`src/rtl/multicyc_mcu.sv`:
```
// Main control FSM for the multicycle MIPS datapath: sequences FETCH/DECODE/EXEC/MEM/WB
// and emits per-state control, with handshake or fixed-latency memory stalls and illegal-opcode trap.
module multicyc_mcu #(
  parameter int HANDSHAKE = 1,
  parameter int MEM_LAT   = 1,
  parameter int ILL_HALT  = 1
) (
  input  logic       clk,
  input  logic       rst,
  input  logic [5:0] opcode,
  input  logic       mem_ready,
  output logic       mem_req,
  output logic       mem_wr,
  output logic       iord,
  output logic       irwrite,
  output logic       pcwrite,
  output logic       is_beq,
  output logic       alusrca,
  output logic [1:0] alusrcb,
  output logic       wreg_dst_sel,
  output logic       wrbck_sel,
  output logic       reg_we,
  output logic [1:0] pcsrc,
  output logic [1:0] aluop,
  output logic       illegal,
  output logic [3:0] state_o
);

  typedef enum logic [3:0] {
    S_RST     = 4'd0,
    S_FETCH   = 4'd1,
    S_DECODE  = 4'd2,
    S_MEMADR  = 4'd3,
    S_MEMRD   = 4'd4,
    S_MEMWB   = 4'd5,
    S_MEMWR   = 4'd6,
    S_EXEC    = 4'd7,
    S_ALUWB   = 4'd8,
    S_BRANCH  = 4'd9,
    S_ADDIEX  = 4'd10,
    S_ADDIWB  = 4'd11,
    S_JUMP    = 4'd12,
    S_ILLEGAL = 4'd13
  } state_t;

  localparam logic [5:0] OP_RR    = 6'h00;
  localparam logic [5:0] OP_J     = 6'h02;
  localparam logic [5:0] OP_BEQ   = 6'h04;
  localparam logic [5:0] OP_ADDI  = 6'h08;
  localparam logic [5:0] OP_ADDIU = 6'h09;
  localparam logic [5:0] OP_LW    = 6'h23;
  localparam logic [5:0] OP_SW    = 6'h2B;

  localparam logic [1:0] ALU_ADD  = 2'b00;
  localparam logic [1:0] ALU_SUB  = 2'b01;
  localparam logic [1:0] ALU_RR   = 2'b10;
  localparam logic [1:0] ALU_ADDU = 2'b11;

  localparam int CW = (MEM_LAT > 1) ? $clog2(MEM_LAT) : 1;
  localparam logic [CW-1:0] CNT_LAST = CW'(MEM_LAT - 1);

  state_t        state, nxt;
  logic [CW-1:0] cnt;
  logic          in_mem, done, pcwrite_q;

  assign in_mem  = (state == S_FETCH) || (state == S_MEMRD) || (state == S_MEMWR);
  assign done    = in_mem && ((HANDSHAKE != 0) ? mem_ready : (cnt == CNT_LAST));
  assign state_o = state;

  // IR/PC update must land on the completing fetch cycle, which is only known this cycle
  assign irwrite = (state == S_FETCH) && done;
  assign pcwrite = pcwrite_q || ((state == S_FETCH) && done);

  always_comb begin
    nxt = state;
    case (state)
      S_RST:    nxt = S_FETCH;
      S_FETCH:  if (done) nxt = S_DECODE;
      S_DECODE: begin
        case (opcode)
          OP_RR:              nxt = S_EXEC;
          OP_LW, OP_SW:       nxt = S_MEMADR;
          OP_BEQ:             nxt = S_BRANCH;
          OP_J:               nxt = S_JUMP;
          OP_ADDI, OP_ADDIU:  nxt = S_ADDIEX;
          default:            nxt = S_ILLEGAL;
        endcase
      end
      S_MEMADR:  nxt = (opcode == OP_SW) ? S_MEMWR : S_MEMRD;
      S_MEMRD:   if (done) nxt = S_MEMWB;
      S_MEMWB:   nxt = S_FETCH;
      S_MEMWR:   if (done) nxt = S_FETCH;
      S_EXEC:    nxt = S_ALUWB;
      S_ALUWB:   nxt = S_FETCH;
      S_BRANCH:  nxt = S_FETCH;
      S_ADDIEX:  nxt = S_ADDIWB;
      S_ADDIWB:  nxt = S_FETCH;
      S_JUMP:    nxt = S_FETCH;
      S_ILLEGAL: nxt = (ILL_HALT != 0) ? S_ILLEGAL : S_FETCH;
      default:   nxt = S_RST;
    endcase
  end

  // Control outputs are registered from the next state so they are glitch-free Moore signals
  always_ff @(posedge clk or posedge rst) begin
    if (rst) begin
      state        <= S_RST;
      cnt          <= '0;
      illegal      <= 1'b0;
      mem_req      <= 1'b0;
      mem_wr       <= 1'b0;
      iord         <= 1'b0;
      pcwrite_q    <= 1'b0;
      is_beq       <= 1'b0;
      alusrca      <= 1'b0;
      alusrcb      <= 2'b00;
      wreg_dst_sel <= 1'b0;
      wrbck_sel    <= 1'b0;
      reg_we       <= 1'b0;
      pcsrc        <= 2'b00;
      aluop        <= ALU_ADD;
    end else begin
      state <= nxt;
      // counter is zero on entry to every memory state because it clears on done
      if (in_mem && !done) cnt <= cnt + CW'(1);
      else                 cnt <= '0;
      if (nxt == S_ILLEGAL) illegal <= 1'b1;

      mem_req      <= 1'b0;
      mem_wr       <= 1'b0;
      iord         <= 1'b0;
      pcwrite_q    <= 1'b0;
      is_beq       <= 1'b0;
      alusrca      <= 1'b0;
      alusrcb      <= 2'b00;
      wreg_dst_sel <= 1'b0;
      wrbck_sel    <= 1'b0;
      reg_we       <= 1'b0;
      pcsrc        <= 2'b00;
      aluop        <= ALU_ADD;
      case (nxt)
        S_FETCH: begin
          mem_req <= 1'b1;
          alusrcb <= 2'b01;
        end
        S_DECODE: alusrcb <= 2'b11;
        S_MEMADR: begin
          alusrca <= 1'b1;
          alusrcb <= 2'b10;
        end
        S_MEMRD: begin
          mem_req <= 1'b1;
          iord    <= 1'b1;
        end
        S_MEMWB: begin
          reg_we    <= 1'b1;
          wrbck_sel <= 1'b1;
        end
        S_MEMWR: begin
          mem_req <= 1'b1;
          mem_wr  <= 1'b1;
          iord    <= 1'b1;
        end
        S_EXEC: begin
          alusrca <= 1'b1;
          aluop   <= ALU_RR;
        end
        S_ALUWB: begin
          reg_we       <= 1'b1;
          wreg_dst_sel <= 1'b1;
        end
        S_BRANCH: begin
          alusrca <= 1'b1;
          aluop   <= ALU_SUB;
          is_beq  <= 1'b1;
          pcsrc   <= 2'b01;
        end
        S_ADDIEX: begin
          alusrca <= 1'b1;
          alusrcb <= 2'b10;
          aluop   <= (opcode == OP_ADDIU) ? ALU_ADDU : ALU_ADD;
        end
        S_ADDIWB: reg_we <= 1'b1;
        S_JUMP: begin
          pcwrite_q <= 1'b1;
          pcsrc     <= 2'b10;
        end
        default: ;
      endcase
    end
  end

endmodule

```
`config.mk`:
```
export PLATFORM = sky130hd
export DESIGN_NAME = multicyc_mcu
export DESIGN_NICKNAME = d
export VERILOG_FILES = /design/src/rtl/multicyc_mcu.sv
export SDC_FILE = /design/constraint.sdc
export NUM_CORES = 1
export LEC_CHECK = 0
export ABC_AREA = 0
export CAP_MARGIN = 20
export CORE_MARGIN = 2
export CORE_UTILIZATION = 42
export DETAILED_ROUTE_END_ITERATION = 6
export PLACE_DENSITY = 0.75
export SYNTH_ARGS = -nofsm -noshare
export SYNTH_HDL_FRONTEND = slang
export SYNTH_SLANG_ARGS = --single-unit
```
`constraint.sdc`:
```
create_clock -name clk -period 1.5 [get_ports clk]
set_clock_uncertainty 0.05 [all_clocks]
set_input_delay 0.15 -clock clk [delete_from_list [all_inputs] [get_ports clk]]
set_output_delay 0.15 -clock clk [all_outputs]
set_load 0.005 [all_outputs]
```
After elaboration in Yosys (flattened, before gate mapping) --
Cells that the tools add are included.
Operators by class: add/sub/neg operators 0, $mul 0, divide/modulo/power cells 0, $lt $le $gt $ge 0, equal/unequal tests 32, shifts and indexed selects 0, mux-type cells 19, bitwise logic cells 0, reduce and logical (&&, ||, !) cells 15
Operators with widths (count):
- 4-bit equality test, second input constant | 12
- 4-bit case mux with 9 select lines | 1
- 4-bit by 3-bit equality test with 1-bit output, second input constant | 8
- 4-bit case mux with 5 select lines | 1
- 4-bit by 2-bit equality test with 1-bit output, second input constant | 4
- 6-bit by 4-bit equality test with 1-bit output, second input constant | 2
- 6-bit equality test, second input constant | 2
- 4-bit two-way mux | 3
- 2-bit case mux with 3 select lines | 2
- 1-bit two-way mux | 9
- 4-bit by 1-bit equality test with 1-bit output, second input constant | 2
- 2-bit OR reduction | 4
- 6-bit by 2-bit equality test with 1-bit output, second input constant | 1
- 6-bit by 3-bit equality test with 1-bit output, second input constant | 1
- 6-bit logical NOT | 1
- 3-bit OR reduction | 2
- 6-bit OR reduction | 1
- 4-bit logical NOT | 1
- 2-bit two-way mux | 2
- 2-bit case mux with 2 select lines | 1
- 4-bit OR reduction | 1
- 1-bit logical OR | 3
- 1-bit logical AND | 2
Word-level totals: flip-flop bits (word level) 20, latch bits 0, memory bits (writable) 0, ROM bits 0, bits of input ports 9, output and inout bits 21, logic and storage cells 80, memories kept 0

Logic depth before layout (Yosys ltp) --
Gate-level depths: netlist (run 1).
depth in word-level cells 9, mapped depth 7, mapped depth without buffers 6

Least setup slack after synthesis (run 1) --
No wires, ideal clock.
path kind reg-to-reg, start reg state[1], in the netlist state_o[1], end reg aluop[1], setup time 0.078 ns, arrival 1.585 ns, required time 1.372 ns, slack -0.213 ns, cell stages (with the launch flop) 7, buffers on the path 1, clock period less this slack 1.713 ns, path through dfrtp_1 -> buf_2 -> and2_1 -> o21ai_0 -> nand3_1 -> or3_1 -> a21boi_1
Between the ends: longest elaborated chain between the ends 8, elaborated cells between the ends (all ways) 26, those cells by class eq/ne: 16; mux: 5; reduce/logical: 5
RTL lines:
- from (decl) | RTL line 62 | state_t state, nxt;
- from (signal assigned) | RTL line 123 | state <= nxt;
- 4-bit by 1-bit equality test with 1-bit output / 4-bit by 3-bit equality test with 1-bit output (equally long branches) | RTL line 66, 76
- 1-bit logical OR (2 in a row) | RTL line 66 | assign in_mem = (state == S_FETCH) || (state == S_MEMRD) || (state == S_MEMWR);
- 1-bit logical AND | RTL line 67 | assign done = in_mem && ((HANDSHAKE != 0) ? mem_ready : (cnt == CNT_LAST));
- 4-bit two-way mux (on tied branches) | RTL line 92, 78, 90
- 4-bit case mux with 9 select lines * | RTL line 76 | case (state)
- 4-bit equality test / 4-bit by 3-bit equality test with 1-bit output (equally long branches) | RTL line 141 | case (nxt)
- 2-bit case mux with 3 select lines * | RTL line 141
- to (signal assigned) | RTL line 181 | aluop <= (opcode == OP_ADDIU) ? ALU_ADDU : ALU_ADD;
- to (decl) | RTL line 24 | output logic [1:0] aluop,
Every way passes the cells marked *; elsewhere a longest branch is shown, timed or not. A chain may end at the register's enable or synchronous reset.

Worst setup path after layout (run 1) --
start reg state[3], in the netlist state_o[3], end reg alusrca
Between the ends: longest elaborated chain between the ends 9, elaborated cells between the ends (all ways) 28, those cells by class eq/ne: 17; mux: 5; reduce/logical: 6
RTL lines:
- 4-bit by 1-bit equality test with 1-bit output / 4-bit by 3-bit equality test with 1-bit output (equally long branches) | RTL line 66, 76
- 1-bit logical OR (2 in a row) | RTL line 66
- 1-bit logical AND | RTL line 67
- 4-bit two-way mux (on tied branches) | RTL line 92, 78, 90
- 4-bit case mux with 9 select lines * | RTL line 76
- 4-bit equality test (tied with other cells) | RTL line 141
- 4-bit OR reduction (no line) *
- 1-bit two-way mux * | RTL line 141
- to (signal assigned) | RTL line 134 | alusrca <= 1'b0;
- to (signal assigned) | RTL line 148 | alusrca <= 1'b1;
- to (signal assigned) | RTL line 165 | alusrca <= 1'b1;
- to (decl) | RTL line 18 | output logic alusrca,
Marked as above.

==> impl_metrics.ini, run 1 <==
[synth]
yosys-top-cells-count = dfrtp_1, nor2_1, nor2b_1, nor3_1, nand2_1
syn-num-nets = 119
yosysWarnings = 0
synthArstFlopShare_pct = 100
ys_ff_latch = 19
netlist-cell-type-count = 43
syn_area_um2 = 1050
syn_avg_cell_area_um2 = 9.57
yosysSeqAreaShare_pct = 45.2
ys_top_cells_by_area = dfrtp_1, nor2b_1, nor3_1
synth.most_common_cell = dfrtp_1
synth_flop_cell = dfrtp_1
synth_cells = 110
synth_top_area_share_pct = 45.2
synth_area_leader_cell = dfrtp_1
synth_edf_count = 0

[pwr]
p_per_area_nw_per_um2 = 2040
power.static_leakage_nw = 0.896
ir_drop_mv = 1.56

[critical_path]
reg2reg_to = alusrca
cp.arrival_ps = 2080
endpoint_kind = register
path_class = reg2reg
rr_worst_depth = 6
crit_fanout = 2
cp.required_ps = 1660
r2r_setup_slack_ps = -420
critPathLaunchType = register
r2r-start = state_o[3]

[layout]
fin_cells = 211
stdcell_area_um2 = 1980
layout.nets = 191
utilization_pct = 81.4
drive_gt1_share_pct = 48.6
n_fill_cell = 136
syn_to_final_growth_pct = 88.2
antenna_cells = 0

[clocking]
clkTransAtPathRegs_ps = 110
hold_buffers = 0
clockBufferDepth = 2
cts_tree = done
cts_root_buffer = clkbuf_4
worstSkewPairLatency_ps = 310
clock-sinks = 19
cts_max_level = 1
cts_buffers = 3

[timing]
slew_headroom_pct = 76.5
fin_crit_sh_pct = 128
max_freq_mhz = 520
finalSetupViolations = 17
slew_viol_final = 0
rsz0062_at_grt = yes
worst_pin_slew_ps = 351
setup_slack_ps = -422
hold_viol_final = 0
period_minus_slack_ps = 1920

[status]
status = finished, violations left
violations = setup timing

[grt]
antenna_found_initial = 0
grt_overflow_total = 0
grt_max_degree = 20
grt_util_all_layers_pct = 25.6
grt_pass1_vias = 1201
grt_pass1_wl_mm = 5.41

[floorplan]
start_util_pct = 43.3
io_pins = 30
chipWidth_um = 54.1
dieArea_um2 = 2920
die_h_um = 54.1
core-area_um2 = 2430
rows = 18

[placement]
place.gp.congestion = 0.835
port_buffers = 29
dpl-instance-area_um2 = 1560
dp_cells = 189
dp_worst_setup_slack_ps = -562
dp_hpwl_mm = 2.02

[route]
remaining_drc_errors = 0
post_drt_wl_per_cell_um = 18.0
drt_iter0_drc = 43
avgViaCountPerCell = 5.69
via_count = 1201
drt_first_pass_iters = 4
routed_wl_mm = 3.80
ant_nets = 0

[worst_hold_path]
hold_path.class = in2async

[run]
drv_cap = 0
## per-stage QoR
stage / setup TNS, ps / total power [mW] / hold slack, ps
2_1_floorplan: -1070 / 1.70 / 51.1
3_3_place_gp: -7110 / 2.57 / 408
3_5_place_dp: -7540 / 2.61 / 424
4_1_cts: -5010 / 3.39 / 98.5
5_1_grt: -5470 / 4.25 / 129
6_report: -4470 / 4.04 / 89.3
## registers in the layout, summed over array words and instances (netlist names)
signal,count
state_o,4
pcwrite_q,1
wrbck_sel,1
wreg_dst_sel,1
iord,1
mem_wr,1
reg_we,1
alusrca,1
alusrcb,2
mem_req,1
pcsrc,2
aluop,2
illegal,1
## report_power, final
group	switching, mW	total, mW	leakage [nW]	internal [mW]
sequential	0.0968	0.782	0.249	0.686
combinational	1.35	2.98	0.633	1.64
clock	0.173	0.275	0.0139	0.102
## kinds of logic after synthesis
family	synth area share, %
XOR/XNOR	0.832
AO/OA/AOI/OAI	20.6
flip-flops	45.2
AND/OR/NAND/NOR	27.2
multiplexers	0.951
buffers and inverters	5.23
## cells in the final DEF, fill, tap and decap left out, types with 3 or more instances in the layout
| cell | synthesis | routed |
|---|---|---|
| buf_6 | 0 | 14 |
| nand3_1 | 4 | 3 |
| nand2_1 | 6 | 5 |
| clkdlybuf4s50_1 | 0 | 23 |
| dfrtp_1 | 19 | 18 |
| nor2_1 | 7 | 5 |
| nor2b_1 | 7 | 7 |
| clkbuf_4 | 0 | 3 |
| buf_4 | 1 | 32 |
| nor3_1 | 7 | 3 |
## layout make-up
type                       instances  area (um2)  area share [%]
multi-input combinational         79         723            36.5
timing repair buffer              74         692            34.9
sequential                        19         477            24.1
tap                               30        37.5            1.90
clock buffer                       3        22.5            1.14
inverter                           5        21.3            1.07
clock inverter                     1        7.51           0.379
## how the worst max path moves through the flow
stage,from,to,cells past startpoint
after floorplan,state_o[3],alusrca,5
after global placement,mem_ready,pcwrite,5
after detailed placement,mem_ready,pcwrite,5
after CTS,state_o[3],aluop[1],8
after global routing,state_o[1],pcwrite,5
final,state_o[3],alusrca,6
## repair_timing
item                       CTS  global route
buffers inserted            14             7
pin swaps                   11            19
setup endpoints to repair   20            21
gates resized for setup     44            32
## worst max-delay path, stage by stage (launching register included)
cell and delay, ps:
dfrtp_1 420, or4bb_4 560, buf_6 150, a21oi_4 180, a21o_1 170, o21ai_1 90
a41o_1 190
## layer usage
layer | GRT usage [%] | up-vias | part of all wire (%)
met3 | 5.83 | 10 | 4.9
met4 | 10.0 | 0 | 2.4
li1 | - | 552 | -
met1 | 30.8 | 586 | 39
met2 | 43.9 | 53 | 53
met5 | 0 | - | 0
Power figures use the tool's default switching activity.
==> run 2, diff against run 1 <==
--- a/config.mk
+++ b/config.mk
@@ -14,3 +14,4 @@
 export SYNTH_ARGS = -nofsm -noshare
 export SYNTH_HDL_FRONTEND = slang
 export SYNTH_SLANG_ARGS = --single-unit
+export TNS_END_PERCENT = 20
==> impl_metrics.ini, run 2 (synthesized netlist as in run 1, its figures left out) <==
[status]
status = finished, violations left
violations = setup timing

[clocking]
clock-sinks = 19
clkTransAtPathRegs_ps = 120
hold_buffers = 0
clockBufferDepth = 2
cts_buffers = 3
cts_tree = done
worstSkewPairLatency_ps = 310
cts_root_buffer = clkbuf_4
cts_max_level = 1

[timing]
fin_crit_sh_pct = 128
period_minus_slack_ps = 1920
setup_slack_ps = -419
slew_viol_final = 0
hold_viol_final = 0
rsz0062_at_grt = yes
slew_headroom_pct = 75.8
worst_pin_slew_ps = 361
finalSetupViolations = 18
max_freq_mhz = 521

[floorplan]
rows = 18
io_pins = 30
chipWidth_um = 54.1
core-area_um2 = 2430
dieArea_um2 = 2920
start_util_pct = 43.3
die_h_um = 54.1

[pwr]
ir_drop_mv = 1.48
p_total_mw = 3.51
power.static_leakage_nw = 0.841
p_per_area_nw_per_um2 = 1930

[layout]
largest_reg_flops = 4
antenna_cells = 0
fin_cells = 204
syn_to_final_growth_pct = 73.2
layout.nets = 184
drive_gt1_share_pct = 37.9
mostFrequentLayoutCells = buf_4, clkdlybuf4s50_1, dfrtp_1
final_common_cell = buf_4

[critical_path]
max_stage_delay_ps = 560
crit_fanout = 2
path_class = reg2out
cp.required_ps = 1300
endpoint_kind = output pin
r2r_setup_slack_ps = -370
crit_path_top_delay_cell = or4bb_4
critPathLaunchType = register
path_cells = or4bb_4 -> nor2_2 -> buf_4 -> or2_4 -> buf_6
cp.arrival_ps = 1720

[run]
drv_cap = 0

[placement]
place.gp.congestion = 0.790
port_buffers = 29
dp_hpwl_mm = 2.08
dp_cells = 191

[route]
remaining_drc_errors = 0
drt_first_pass_iters = 4
avgViaCountPerCell = 5.54
drt_iter0_drc = 23
via_count = 1131
routed_wl_mm = 3.39
ant_nets = 0
post_drt_wl_per_cell_um = 16.6

[grt]
grt_util_all_layers_pct = 25.6
grt_pass1_vias = 1104
grt_max_degree = 20
grt_overflow_total = 0
antenna_found_initial = 0
grt_pass1_wl_mm = 5.33

[worst_hold_path]
hold_path.class = in2async
run 2: worst max-delay path, delay by kind of cell, from the launching register on:
family | cells | cell delay (ps)
simple gates | 3 | 790
flops | 1 | 400
buf+inv | 2 | 200
run 2: stage by stage:
stage	hold slack (ps)	util, %	TNS [ps]	instance area (um2)	worst slack, ps
6_report	87.1	74.9	-4500	1820	-419
5_1_grt	133	74.9	-5510	1820	-490
4_1_cts	90.8	70.4	-3440	1710	-386
3_5_place_dp	413	64.7	-8280	1570	-607
3_3_place_gp	405	64.7	-7170	1570	-555
2_1_floorplan	51.1	-	-1130	1070	-170
run 2: layout make-up:
class                           instances  area [um2]
Multi-Input combinational cell         79         651
Fill cell                             167         609
Timing Repair Buffer                   67         607
Sequential cell                        19         477
Tap cell                               30        37.5
Clock buffer                            3        22.5
Inverter                                5        21.3
Clock inverter                          1        7.51
run 2: what timing repair did:
action / 4_1_cts / 5_1_grt
buffers inserted: 3 / 7
setup endpoints to repair: 21 / 20
pin swaps: 12 / 7
gates resized for setup: 30 / 15
run 2: worst paths after layout:
path / startpoint / to / depth (start not counted)
max: state_o[3] / pcwrite / 5
min: rst / alusrcb[1] / 3
max reg2reg: state_o[0] / aluop[1] / 6
min reg2reg: illegal / illegal / 1
max in group asynchronous: rst / state_o[2] / 3
min in group clk: illegal / illegal / 1
run 2: power breakdown:
group          total (mW)  switching, mW  internal (mW)
clock network       0.282          0.180          0.102
registers           0.788          0.103          0.685
logic                2.44           1.12           1.32
total                3.51           1.40           2.11
run 2: metal layers:
layer | wire (um) | GRT usage, %
met2 | 1750 | 43.3
met3 | 137 | 6.11
met5 | 0 | 0
met4 | 60 | 8.33
met1 | 1440 | 32.0
